--- src/rtl/sync_fifo_if.sv ---
// rtl/sync_fifo_if.sv - producer/consumer bundle for sync_fifo
interface sync_fifo_if #(
   parameter int DATA_WIDTH = 8,
   parameter int ADDR_WIDTH = 3
);
   logic                  clr;
   logic                  w_en;
   logic [DATA_WIDTH-1:0] data_in;
   logic                  r_en;
   logic [DATA_WIDTH-1:0] data_out;
   logic                  full;
   logic                  empty;
   logic                  almost_full;
   logic                  almost_empty;
   logic [ADDR_WIDTH:0]   count;
   logic                  overflow;
   logic                  underflow;

   modport master (
      output clr, w_en, data_in, r_en,
      input  data_out, full, empty, almost_full, almost_empty, count, overflow, underflow
   );

   modport slave (
      input  clr, w_en, data_in, r_en,
      output data_out, full, empty, almost_full, almost_empty, count, overflow, underflow
   );
endinterface

--- src/rtl/sync_fifo.sv ---
// rtl/sync_fifo.sv - single-clock FIFO with thresholds, sticky errors and flush
// Optional first-word fall-through read port: SYNC_FIFO_FWFT_EN
module sync_fifo #(
   parameter int DATA_WIDTH = 8,
   parameter int ADDR_WIDTH = 3,
   parameter int AF_LEVEL   = 6,
   parameter int AE_LEVEL   = 2
) (
   input  logic       clk,
   input  logic       rst,
   sync_fifo_if.slave fifo
);
   localparam int DEPTH = 1 << ADDR_WIDTH;
   localparam logic [ADDR_WIDTH:0] AF_W = (ADDR_WIDTH+1)'(AF_LEVEL);
   localparam logic [ADDR_WIDTH:0] AE_W = (ADDR_WIDTH+1)'(AE_LEVEL);

   logic [DATA_WIDTH-1:0] mem_q [DEPTH];
   logic [ADDR_WIDTH:0]   w_ptr_q, w_ptr_d;
   logic [ADDR_WIDTH:0]   r_ptr_q, r_ptr_d;
   logic                  overflow_q, overflow_d;
   logic                  underflow_q, underflow_d;
   logic [ADDR_WIDTH:0]   count_w;
   logic                  full_w, empty_w;
   logic                  we, re;
   logic [ADDR_WIDTH-1:0] w_addr, r_addr;

   // Status comes only from registered pointers, never from the request inputs.
   assign count_w = w_ptr_q - r_ptr_q;
   assign empty_w = (w_ptr_q == r_ptr_q);
   assign full_w  = (w_ptr_q[ADDR_WIDTH] != r_ptr_q[ADDR_WIDTH]) &&
                    (w_ptr_q[ADDR_WIDTH-1:0] == r_ptr_q[ADDR_WIDTH-1:0]);
   assign w_addr  = w_ptr_q[ADDR_WIDTH-1:0];
   assign r_addr  = r_ptr_q[ADDR_WIDTH-1:0];

   assign we = fifo.w_en & ~full_w  & ~fifo.clr;
   assign re = fifo.r_en & ~empty_w & ~fifo.clr;

   always_comb begin
      w_ptr_d     = w_ptr_q;
      r_ptr_d     = r_ptr_q;
      overflow_d  = overflow_q  | (fifo.w_en & full_w);
      underflow_d = underflow_q | (fifo.r_en & empty_w);
      if (fifo.clr) begin
         w_ptr_d     = '0;
         r_ptr_d     = '0;
         overflow_d  = 1'b0;
         underflow_d = 1'b0;
      end else begin
         if (we) w_ptr_d = w_ptr_q + 1'b1;
         if (re) r_ptr_d = r_ptr_q + 1'b1;
      end
   end

   always_ff @(posedge clk or negedge rst) begin
      if (!rst) begin
         w_ptr_q     <= '0;
         r_ptr_q     <= '0;
         overflow_q  <= 1'b0;
         underflow_q <= 1'b0;
      end else begin
         w_ptr_q     <= w_ptr_d;
         r_ptr_q     <= r_ptr_d;
         overflow_q  <= overflow_d;
         underflow_q <= underflow_d;
      end
   end

   // Storage is deliberately unreset; the pointers alone define what is valid.
   always_ff @(posedge clk) begin
      if (we) mem_q[w_addr] <= fifo.data_in;
   end

`ifdef SYNC_FIFO_FWFT_EN
   assign fifo.data_out = empty_w ? '0 : mem_q[r_addr];
`else
   logic [DATA_WIDTH-1:0] data_out_q, data_out_d;

   always_comb begin
      data_out_d = data_out_q;
      if (fifo.clr)  data_out_d = '0;
      else if (re)   data_out_d = mem_q[r_addr];
   end

   always_ff @(posedge clk or negedge rst) begin
      if (!rst) data_out_q <= '0;
      else      data_out_q <= data_out_d;
   end

   assign fifo.data_out = data_out_q;
`endif

   assign fifo.count        = count_w;
   assign fifo.empty        = empty_w;
   assign fifo.full         = full_w;
   assign fifo.almost_full  = (count_w >= AF_W);
   assign fifo.almost_empty = (count_w <= AE_W);
   assign fifo.overflow     = overflow_q;
   assign fifo.underflow    = underflow_q;
endmodule

--- src/flat_wrapper.sv ---
// flat-port wrapper written by rule: the top's interface ports become plain ports
module sync_fifo_flat 
#(
   parameter int DATA_WIDTH = 8,
   parameter int ADDR_WIDTH = 3,
   parameter int AF_LEVEL   = 6,
   parameter int AE_LEVEL   = 2
)
  (clk, rst, fifo_clr, fifo_w_en, fifo_data_in, fifo_r_en, fifo_data_out, fifo_full, fifo_empty, fifo_almost_full, fifo_almost_empty, fifo_count, fifo_overflow, fifo_underflow);
  sync_fifo_if #(.DATA_WIDTH(DATA_WIDTH), .ADDR_WIDTH(ADDR_WIDTH)) fifo_i ();
  input  logic clk;
  input  logic rst;
  input wire logic [$bits(fifo_i.clr)-1:0] fifo_clr;
  input wire logic [$bits(fifo_i.w_en)-1:0] fifo_w_en;
  input wire logic [$bits(fifo_i.data_in)-1:0] fifo_data_in;
  input wire logic [$bits(fifo_i.r_en)-1:0] fifo_r_en;
  output wire logic [$bits(fifo_i.data_out)-1:0] fifo_data_out;
  output wire logic [$bits(fifo_i.full)-1:0] fifo_full;
  output wire logic [$bits(fifo_i.empty)-1:0] fifo_empty;
  output wire logic [$bits(fifo_i.almost_full)-1:0] fifo_almost_full;
  output wire logic [$bits(fifo_i.almost_empty)-1:0] fifo_almost_empty;
  output wire logic [$bits(fifo_i.count)-1:0] fifo_count;
  output wire logic [$bits(fifo_i.overflow)-1:0] fifo_overflow;
  output wire logic [$bits(fifo_i.underflow)-1:0] fifo_underflow;
  assign fifo_i.clr = fifo_clr;
  assign fifo_i.w_en = fifo_w_en;
  assign fifo_i.data_in = fifo_data_in;
  assign fifo_i.r_en = fifo_r_en;
  assign fifo_data_out = fifo_i.data_out;
  assign fifo_full = fifo_i.full;
  assign fifo_empty = fifo_i.empty;
  assign fifo_almost_full = fifo_i.almost_full;
  assign fifo_almost_empty = fifo_i.almost_empty;
  assign fifo_count = fifo_i.count;
  assign fifo_overflow = fifo_i.overflow;
  assign fifo_underflow = fifo_i.underflow;
  sync_fifo #(.DATA_WIDTH(DATA_WIDTH), .ADDR_WIDTH(ADDR_WIDTH), .AF_LEVEL(AF_LEVEL), .AE_LEVEL(AE_LEVEL)) u_core (.clk(clk), .rst(rst), .fifo(fifo_i));
endmodule
--- config.mk ---
export PLATFORM = sky130hd
export DESIGN_NAME = sync_fifo_flat
export DESIGN_NICKNAME = d
export VERILOG_FILES = /design/src/rtl/sync_fifo_if.sv /design/src/rtl/sync_fifo.sv /design/src/flat_wrapper.sv
export SDC_FILE = /design/constraint.sdc
export NUM_CORES = 1
export LEC_CHECK = 0
export CAP_MARGIN = 5
export CORE_MARGIN = 2
export CORE_UTILIZATION = 40
export CTS_CLUSTER_SIZE = 20
export DETAILED_ROUTE_END_ITERATION = 7
export SYNTH_ARGS = -nofsm -noshare
export SYNTH_HDL_FRONTEND = slang
export SYNTH_SLANG_ARGS = --single-unit
export TNS_END_PERCENT = 100
--- constraint.sdc ---
create_clock -name clk -period 8.5 [get_ports clk]
set_input_delay 1.7 -clock clk [delete_from_list [all_inputs] [get_ports clk]]
set_output_delay 1.7 -clock clk [all_outputs]
set_load 0.01 [all_outputs]
-- Word level (Yosys, flattened, before mapping)
Memory sizes are Yosys's and may differ from the RTL's.
Index checks and enable logic that the tools add are counted.
- add/subtract/negate cells: 3
- multiply operators: 0
- div/mod/pow operators: 0
- $lt $le $gt $ge: 2
- equality and inequality tests: 3
- shift-type cells: 0
- muxes and demuxes: 10
- bitwise gates (word level): 11
- reductions and logical operators: 3
- operator list (cell ; count):
    two-way mux 4 bit ; 4
    two-way mux 8 bit ; 2
    adder 4 x 1 -> 4 bit (second input constant) ; 2
    bitwise AND 1 bit ; 6
    == test 4 bit ; 1
    >= comparator 4 x 3 -> 1 bit (second input constant) ; 1
    less-or-equal comparator 4 x 2 -> 1 bit (second input constant) ; 1
    two-way mux 1 bit ; 4
    nonzero test 2 bit ; 2
    subtractor 4 bit ; 1
    == test 3 bit ; 1
    NOT 1 bit ; 3
    bitwise OR 1 bit ; 2
    logical AND 1 bit ; 1
    != test 1 bit ; 1
- register bits: 18
- latch bits: 0
- bits in writable memories: 64
- ROM bits: 0
- bits of input ports: 13
- output and inout bits: 18
- word-level logic and storage cells: 38
- memories kept: 1
- memories (name ; depth ; bits a word ; read ports ; clocked after memory_dff ; wr ports ; RTL line ; source):
    u_core.mem_q ; 8 ; 8 ; 1 ; 0 ; 1 ; sync_fifo.sv:17 ; logic [DATA_WIDTH-1:0] mem_q [DEPTH];

-- Logic depth before layout (Yosys ltp)
Gate-level depths: netlist of the first run.
- word-level depth: 7
- depth in mapped cells: 10
- depth with buffers taken out: 6

-- Worst setup path after synthesis of the first run
No wires, ideal clock.
- path type: register to output
- start: register u_core.r_ptr_q[1]
- end: output port fifo_almost_empty
- data arrival time: 2.101 ns
- required time: 6.800 ns
- path slack: 4.699 ns
- stages on the path, launching flop included: 8
- buffers on the path: 1
- cells stage by stage: dfrtp_1 -> clkbuf_1 -> clkinv_1 -> ha_1 -> nor2b_1 -> o21ai_0 -> nand3_1 -> a221oi_1
- word-level cells in the longest chain between the ends: 2
- ends and longest elaborated chain (item ; RTL line ; source):
    from (decl) ; sync_fifo.sv:19 ; logic [ADDR_WIDTH:0] r_ptr_q, r_ptr_d;
    from (signal assigned) ; sync_fifo.sv:62 ; r_ptr_q <= r_ptr_d;
    subtractor 4 bit ; sync_fifo.sv:28 ; assign count_w = w_ptr_q - r_ptr_q;
    less-or-equal comparator 4 x 2 -> 1 bit ; sync_fifo.sv:96 ; assign fifo.almost_empty = (count_w <= AE_W);
    to (decl) ; flat_wrapper.sv:21 ; output wire logic [$bits(fifo_i.almost_empty)-1:0] fifo_almost_empty;
No other way between the ends.

-- Worst setup path after layout of the first run
Same ends and word-level chain as after synthesis.

==> results.cfg, run 1 <==
[logic_synthesis]
synth_cell_types = 36
synth-seq-cells = 82
yosysSeqAreaShare_pct = 69.1
ys_top_cells_by_area = edfxtp_1 56%, dfrtp_1 13%, mux4_2 11%, nor2_1 2.3%, a311oi_1 2.0%
syn_area_um2 = 3430
synth_ff_type = edfxtp_1
ys_warn_count = 0
async_flop_share_pct = 22.0
avgSynthCellArea_um2 = 16.3
synth_top_area_share_pct = 56.0
synth.net_count = 229
synth_edf_count = 64
yosysTopAreaCell = edfxtp_1
syn_inst = 210

[die]
die_area_um2 = 9330
die_w_um = 96.6
row_count = 33
die_h_um = 96.6
io_pins = 31
coreArea_um2 = 8260
start_util_pct = 41.5

[sta]
min_period_ns = 4.76
drv_slew = 0
fmax_mhz = 210
min_period_over_period_pct = 56.0
totalNegativeSetupSlack_ns = 0
hold_viol_final = 0
maxSlewHeadroom_pct = 37.7
setup_viol = 0
rsz0062_at_grt = no
finClkSkew_ns = 0.0166
worst_pin_slew_ns = 0.932

[cts]
numCtsBuffers = 9
hold_buffers = 0
cts-resized-gates = 0
clk_path_buf_depth = 2
clk_pin_slew_ns = 0.09
insertion_delay_ns = 0.36
cts_num_sinks = 82
root_buffer = clkbuf_8
htreeDepth = 3
cts_tree = yes
post_cts_buffers = 0

[worst_setup_path]
cp_slowest_stage_delay_ns = 0.62
crit_chain = clkinv_1 -> ha_1 -> nor2b_1 -> o21ai_0 -> nand3_1 -> a221oi_1 -> clkdlybuf4s50_1
worstPathArrival_ns = 3.06
endpoint_kind = output pin
crit_required_ns = 6.80
slowest_stage = dfrtp_1
worstSetupPathType = reg -> out
crit_buf_inv = 2
start_kind = register
crit_fanout = 13
cp_top_family = buffers and inverters

[power_and_ir_drop]
power_frac_seq_pct = 52.3
p_switching_w = 0.000234
power.density_nw_per_um2 = 218
switching_share_pct = 26.8
power_w = 0.000873
ir_worst_vdd_uv = 105
p_leak_nw = 1.37
clock_power_share_pct = 29.2
internal_power_w = 0.000639
pwr-share-comb_pct = 18.5

[final_layout]
drive_above_1_share_pct = 16.1
area_growth_pct = 16.8
nets = 263
num_antenna_cells = 0

[worst_hold_path]
hp-class = reg -> reg

[outcome]
status = finished clean

[placed_design]
numPortBuffers = 30
hpwl_um = 4220
place.gp.congestion = 0.754

[global_route]
grt_overflow = 0
grt_pass1_wl_um = 10900
first_global_vias = 1947
antenna_found_initial = 0
grt_max_degree = 24
grt_use_total_pct = 15.4

[routing]
dr.pass1.iters = 4
routed_wl_um = 6610
wl_per_cell_um = 18.7
drc_errors = 0
drtAntennaViolNets = 0
drt_iter0_markers = 96
vias = 1854
vias_per_cell = 5.24

[job]
max_cap_viol_count = 0
==> worst min-delay path, cell delays in order, from the launching register on <==
cell and delay (ns):
dfrtp_1 0.35, a21oi_1 0.04, nor2_1 0.08
==> cell families (layout without fill, tap and decap cells) <==
logic type / Yosys count / in the layout / share of synthesized area (%)
flip-flops: 82 / 82 / 69.1
AND/OR/NAND/NOR: 58 / 58 / 7.66
AO/OA/AOI/OAI: 22 / 22 / 4.67
multiplexers: 17 / 17 / 10.8
buffers and inverters: 17 / 56 / 3.06
XOR/XNOR: 8 / 8 / 2.26
adder cells (fa/ha/maj): 6 / 6 / 2.41
==> flip-flops by register name (all words and copies together) (netlist names) <==
| name | count |
|---|---|
| u_core.fifo.underflow | 1 |
| u_core.fifo.overflow | 1 |
| u_core.mem_q | 64 |
| u_core.w_ptr_q | 4 |
| u_core.fifo.data_out | 8 |
| u_core.r_ptr_q | 4 |
==> per-layer routing <==
layer | share of wire (%) | vias to the layer above | global-route usage [%] | wire [um]
met5 | 0 | - | 0 | 0
met4 | 2.5 | 0 | 7.48 | 167
met3 | 3.0 | 11 | 3.18 | 200
met2 | 49 | 36 | 24.6 | 3250
met1 | 45 | 940 | 20.3 | 2990
li1 | - | 867 | - | -
==> metrics by stage <==
stage	util, %	cells	setup slack [ns]	hold slack (ns)	instance area (um2)
detailed placement	46.4	338	4.09	0.482	3830
global placement	46.4	338	4.14	0.473	3830
floorplan	-	210	4.70	0.526	3430
CTS	48.5	354	3.70	0.505	4010
global route	48.5	354	3.50	0.539	4010
finish	48.5	354	3.74	0.515	4010
==> worst paths after layout <==
path                                                startpoint                              to  slack, ns  depth (start not counted)
worst min-delay path            u_core.fifo.overflow$_DFF_PN0_  u_core.fifo.overflow$_DFF_PN0_       0.51                          2
worst min register to register  u_core.fifo.overflow$_DFF_PN0_  u_core.fifo.overflow$_DFF_PN0_       0.51                          2
min in group asynchronous                                  rst   u_core.r_ptr_q[3]$_DFFE_PN0P_       1.84                          1
worst max-delay path             u_core.r_ptr_q[1]$_DFFE_PN0P_               fifo_almost_empty       3.74                          7
worst max register to register   u_core.r_ptr_q[2]$_DFFE_PN0P_    u_core.mem_q[3][4]$_DFFE_PP_       5.22                          6
max in group asynchronous                                  rst   u_core.r_ptr_q[1]$_DFFE_PN0P_       6.09                          1
==> power groups by stage <==
| stage | Sequential [W] | Clock [W] | Combinational, W |
|---|---|---|---|
| after floorplan | 0.000466 | 0 | 0.000101 |
| after global placement | 0.000465 | 0 | 0.000163 |
| after detailed placement | 0.000466 | 0 | 0.000164 |
| after CTS | 0.000457 | 0.000260 | 0.000164 |
| after global routing | 0.000458 | 0.000278 | 0.000178 |
| final | 0.000456 | 0.000255 | 0.000162 |
==> cells in the mapped netlist (4+ instances only) <==
cell and n:
xnor2_1 4, a311oi_1 8, a21oi_1 4, nand2_1 18
dfrtp_1 18, and3_1 5, ha_1 5, clkbuf_1 4
edfxtp_1 64, inv_1 6, mux4_2 16, nor2_1 21
==> placed cells by master, fill, tap and decap left out, drive strengths merged, types with 2 or more instances in the layout <==
cell type	Yosys	final
a21oi	4	4
a311oi	8	8
and3	5	5
buf	6	3
clkbuf	4	10
clkdlybuf4s50	0	30
clkinvlp	0	4
dfrtp	18	18
edfxtp	64	64
ha	5	5
inv	6	8
mux4	16	16
nand2	18	18
nand2b	3	3
nand3	2	2
nor2	22	22
nor3	2	2
nor4	2	2
o211ai	3	3
o21ai	3	3
xnor2	4	4
xor2	4	4
==> area by class of cell <==
type / instances / area, um2
clock buffers: 10 / 128
clock inverters: 6 / 50.0
fillers: 721 / 4250
inverters: 7 / 26.3
multi-input cells: 111 / 976
flip-flops and latches: 82 / 2370
well taps: 105 / 131
repair buffers: 33 / 323
(Power assumes the default switching activity.)
==> run 2, diff against run 1 <==
clock period = 4.7 ns   (was 8.5 ns; I/O delays follow)
==> results.cfg, run 2 (synthesis results as in run 1) <==
[final_layout]
layout_common_cells = 64 x edfxtp_1, 30 x clkdlybuf4s50_1, 21 x nor2_1
multi_input_area_um2 = 966
largest_reg_flops = 64
seqCellArea_um2 = 2370
layout_commonest_cell = edfxtp_1
final_cells = 357
nFillCells = 728
drive_above_1_share_pct = 16.3
nets = 266
fin_area_um2 = 4060
num_antenna_cells = 0
area_growth_pct = 18.3
largest_register = u_core.mem_q

[die]
die_h_um = 96.6
start_util_pct = 41.5
die_area_um2 = 9330
coreArea_um2 = 8260
die_w_um = 96.6
io_pins = 31
row_count = 33

[worst_hold_path]
hp-class = reg -> reg

[outcome]
status = finished clean

[worst_setup_path]
worstSetupPathType = reg -> out
slowest_stage = dfrtp_1
endpoint_kind = output pin
cp.depth = 7
cp_top_family = buffers and inverters
worstPathArrival_ns = 3.13
crit_required_ns = 3.76
reg2reg_depth = 7
cp_slowest_stage_delay_ns = 0.62
critPathLaunch = u_core.r_ptr_q[1]$_DFFE_PN0P_
r2r-end = u_core.mem_q[1][0]$_DFFE_PP_
start_kind = register
r2r_start = u_core.r_ptr_q[1]$_DFFE_PN0P_
worstSetupEndpoint = fifo_almost_empty
crit_buf_inv = 2
crit_fanout = 13
regToRegSetupSlack_ns = 1.44
crit_chain = clkinv_1 -> ha_1 -> nor2b_1 -> o21ai_0 -> nand3_1 -> a221oi_1 -> clkdlybuf4s50_1

[placed_design]
numPortBuffers = 30
hpwl_um = 4120
post_dp_cell_area_um2 = 3840
dp.cells = 341
place.gp.congestion = 0.714

[sta]
min_period_ns = 4.07
fmax_mhz = 246
maxSlewHeadroom_pct = 39.7
min_period_over_period_pct = 86.5
setup_viol = 0
totalNegativeSetupSlack_ns = 0
worst_pin_slew_ns = 0.901
drv_slew = 0
hold_viol_final = 0
rsz0062_at_grt = no
finClkSkew_ns = 0.00692

[routing]
drt_iter0_markers = 80
wl_per_cell_um = 18.0
vias_per_cell = 5.21
dr.pass1.iters = 4
vias = 1859
routed_wl_um = 6440
drtAntennaViolNets = 0
drc_errors = 0

[power_and_ir_drop]
ir_worst_vdd_uv = 168
p_switching_w = 0.000409
power_w = 0.00167
power.density_nw_per_um2 = 410
clock_power_share_pct = 33.0
pwr-share-comb_pct = 17.4
internal_power_w = 0.00126
p_leak_nw = 1.41
power_frac_seq_pct = 49.5
switching_share_pct = 24.6

[global_route]
first_global_vias = 1862
grt_overflow = 0
grt_max_degree = 24
grt_pass1_wl_um = 10100
grt_use_total_pct = 14.5
antenna_found_initial = 0

[cts]
hold_buffers = 0
insertion_delay_ns = 0.35
clk_path_buf_depth = 2
clk_pin_slew_ns = 0.08
cts_tree = yes
htreeDepth = 3
post_cts_buffers = 0
root_buffer = clkbuf_8
numCtsBuffers = 9
cts-resized-gates = 0
cts_num_sinks = 82

[job]
max_cap_viol_count = 0
[run 2: power groups by stage]
stage | Combinational [W] | Clock (W) | Sequential, W
CTS | 0.000296 | 0.000560 | 0.000825
detailed placement | 0.000295 | 0 | 0.000842
global route | 0.000321 | 0.000587 | 0.000829
global placement | 0.000293 | 0 | 0.000841
floorplan | 0.000182 | 0 | 0.000843
finish | 0.000291 | 0.000550 | 0.000825
[run 2: how the worst min path moves through the flow]
stage | startpoint | cells after the start | endpoint | slack, ns
after floorplan | u_core.fifo.overflow$_DFF_PN0_ | 2 | u_core.fifo.overflow$_DFF_PN0_ | 0.53
after global placement | u_core.fifo.underflow$_DFF_PN0_ | 2 | u_core.fifo.underflow$_DFF_PN0_ | 0.47
after detailed placement | u_core.fifo.underflow$_DFF_PN0_ | 2 | u_core.fifo.underflow$_DFF_PN0_ | 0.48
after CTS | u_core.fifo.underflow$_DFF_PN0_ | 2 | u_core.fifo.underflow$_DFF_PN0_ | 0.50
after global routing | u_core.fifo.underflow$_DFF_PN0_ | 2 | u_core.fifo.underflow$_DFF_PN0_ | 0.56
final | u_core.fifo.overflow$_DFF_PN0_ | 2 | u_core.fifo.overflow$_DFF_PN0_ | 0.50
[run 2: final cells by class]
class                   count  share of cell area, %
flip-flops and latches     82                   58.5
multi-input cells         111                   23.8
repair buffers             36                   8.51
well taps                 105                   3.24
clock buffers               9                   3.05
clock inverters             7                   2.28
inverters                   7                  0.648
[run 2: metrics by stage]
step           hold slack [ns]  worst slack, ns  util, %
3_5_place_dp             0.483             1.00     46.5
3_3_place_gp             0.474             1.08     46.5
2_1_floorplan            0.526             1.62        -
4_1_cts                  0.503            0.601     49.1
5_1_grt                  0.555            0.325     49.1
6_report                 0.500            0.635     49.1
[run 2: per-layer routing]
| metal | part of all wire [%] | global-route usage [%] | vias up |
|---|---|---|---|
| li1 | - | - | 871 |
| met1 | 45 | 18.6 | 931 |
| met2 | 49 | 23.2 | 49 |
| met3 | 5.2 | 4.62 | 8 |
| met4 | 1.6 | 5.53 | 0 |
| met5 | 0 | 0 | - |
[run 2: worst min-delay path, cell delays in order, from the launching register on]
cell and delay [ns]:
dfrtp_1 0.35, a21oi_1 0.04, nor2_1 0.08
==> run 3, diff against run 2 <==
CTS_CLUSTER_SIZE = 10   (was 20)
MAX_ROUTING_LAYER = met4   (was unset)
RECOVER_POWER = 50   (was unset)
==> results.cfg, run 3 (synthesis results as in run 1) <==
[outcome]
status = finished clean

[global_route]
grt_pass1_wl_um = 10100
antenna_found_initial = 0
grt_overflow = 0
grt_use_total_pct = 14.9
first_global_vias = 1871
grt_max_degree = 24

[final_layout]
nets = 266
drive_above_1_share_pct = 16.3
multi_input_area_um2 = 966
layout_common_cells = 64 x edfxtp_1, 21 x nor2_1, 18 x nand2_1, 18 x dlygate4sd3_1, 18 x dfrtp_1
seqCellArea_um2 = 2370
layout_commonest_cell = edfxtp_1
largest_register = u_core.mem_q
largest_reg_flops = 64
nFillCells = 728
num_antenna_cells = 0
area_growth_pct = 18.3
fin_area_um2 = 4060
final_core_util_pct = 49.1

[cts]
post_cts_buffers = 0
cts_num_sinks = 82
htreeDepth = 3
numCtsBuffers = 9
clk_path_buf_depth = 2
cts-resized-gates = 0
root_buffer = clkbuf_8
insertion_delay_ns = 0.35
cts_tree = yes
hold_buffers = 0
clk_pin_slew_ns = 0.08

[placed_design]
hpwl_um = 4120
place.gp.congestion = 0.722
numPortBuffers = 30
post_dp_cell_area_um2 = 3840

[sta]
setup_viol = 0
hold_viol_final = 0
finClkSkew_ns = 0.00711
totalNegativeSetupSlack_ns = 0
worst_pin_slew_ns = 0.905
rsz0062_at_grt = no
min_period_over_period_pct = 86.7
maxSlewHeadroom_pct = 39.5
holdWs_ns = 0.495
drv_slew = 0
fmax_mhz = 246
min_period_ns = 4.07

[routing]
routed_wl_um = 6440
drc_errors = 0
wl_per_cell_um = 18.0
vias = 1852
drt_iter0_markers = 63
vias_per_cell = 5.19
dr.pass1.iters = 4
drtAntennaViolNets = 0

[power_and_ir_drop]
ir_worst_vdd_uv = 168
power_w = 0.00166
power.density_nw_per_um2 = 409
p_leak_nw = 1.44

[worst_setup_path]
endpoint_kind = output pin
r2r-end = u_core.mem_q[1][0]$_DFFE_PP_
worstSetupPathType = reg -> out
critPathLaunch = u_core.r_ptr_q[1]$_DFFE_PN0P_
reg2reg_depth = 7
worstPathArrival_ns = 3.13
r2r_start = u_core.r_ptr_q[1]$_DFFE_PN0P_
crit_required_ns = 3.76
crit_fanout = 13
start_kind = register
regToRegSetupSlack_ns = 1.44

[job]
max_cap_viol_count = 0

[worst_hold_path]
hold_end = u_core.fifo.overflow$_DFF_PN0_
hp-start = u_core.fifo.overflow$_DFF_PN0_
hold_path_depth = 2
hp-class = reg -> reg

[die]
start_util_pct = 41.5
die_area_um2 = 9330
coreArea_um2 = 8260
row_count = 33
die_w_um = 96.6
die_h_um = 96.6
io_pins = 31
==> run 3: cell types whose count changed in the layout (fill, tap and decap cells not counted) <==
cell and change:
clkdlybuf4s50_1 -18, dlygate4sd3_1 +18
==> run 3: worst max-delay path by stage <==
| stage | endpoint | slack, ns | cells past startpoint |
|---|---|---|---|
| final | fifo_almost_empty | 0.63 | 7 |
| after global routing | fifo_almost_empty | 0.33 | 7 |
| after CTS | fifo_almost_empty | 0.60 | 7 |
| after detailed placement | fifo_almost_empty | 1.0 | 7 |
| after global placement | fifo_almost_empty | 1.08 | 7 |
| after floorplan | u_core.mem_q[1][0]$_DFFE_PP_ | 1.62 | 7 |
==> run 3: layer usage <==
metal / share of wire (%) / global-route usage (%) / wire length [um]
met5: 0 / - / 0
met1: 46 / 18.6 / 2940
met4: 1.6 / 5.53 / 102
met2: 49 / 23.3 / 3160
met3: 3.6 / 4.62 / 233
==> run 3: power by group <==
part           internal, W  switching [W]
Clock             0.000298       0.000252
Combinational     0.000145       0.000140
Sequential        0.000807      0.0000169
==> run 3: layout make-up <==
type	instances	area share [%]
flip-flops and latches	82	58.5
multi-input cells	111	23.8
repair buffers	36	8.51
well taps	105	3.24
clock buffers	9	3.05
clock inverters	7	2.28
inverters	7	0.648
==> run 3: stage by stage <==
step	instances	worst slack (ns)
detailed placement	341	1.00
finish	357	0.627
CTS	357	0.601
global placement	341	1.08
floorplan	210	1.62
global route	357	0.325
==> run 3: critical path, stage by stage (launching register included) <==
cell	delay [ns]
dfrtp_1	0.63
clkinv_1	0.40
ha_1	0.40
nor2b_1	0.13
o21ai_0	0.20
nand3_1	0.15
a221oi_1	0.29
clkdlybuf4s50_1	0.58
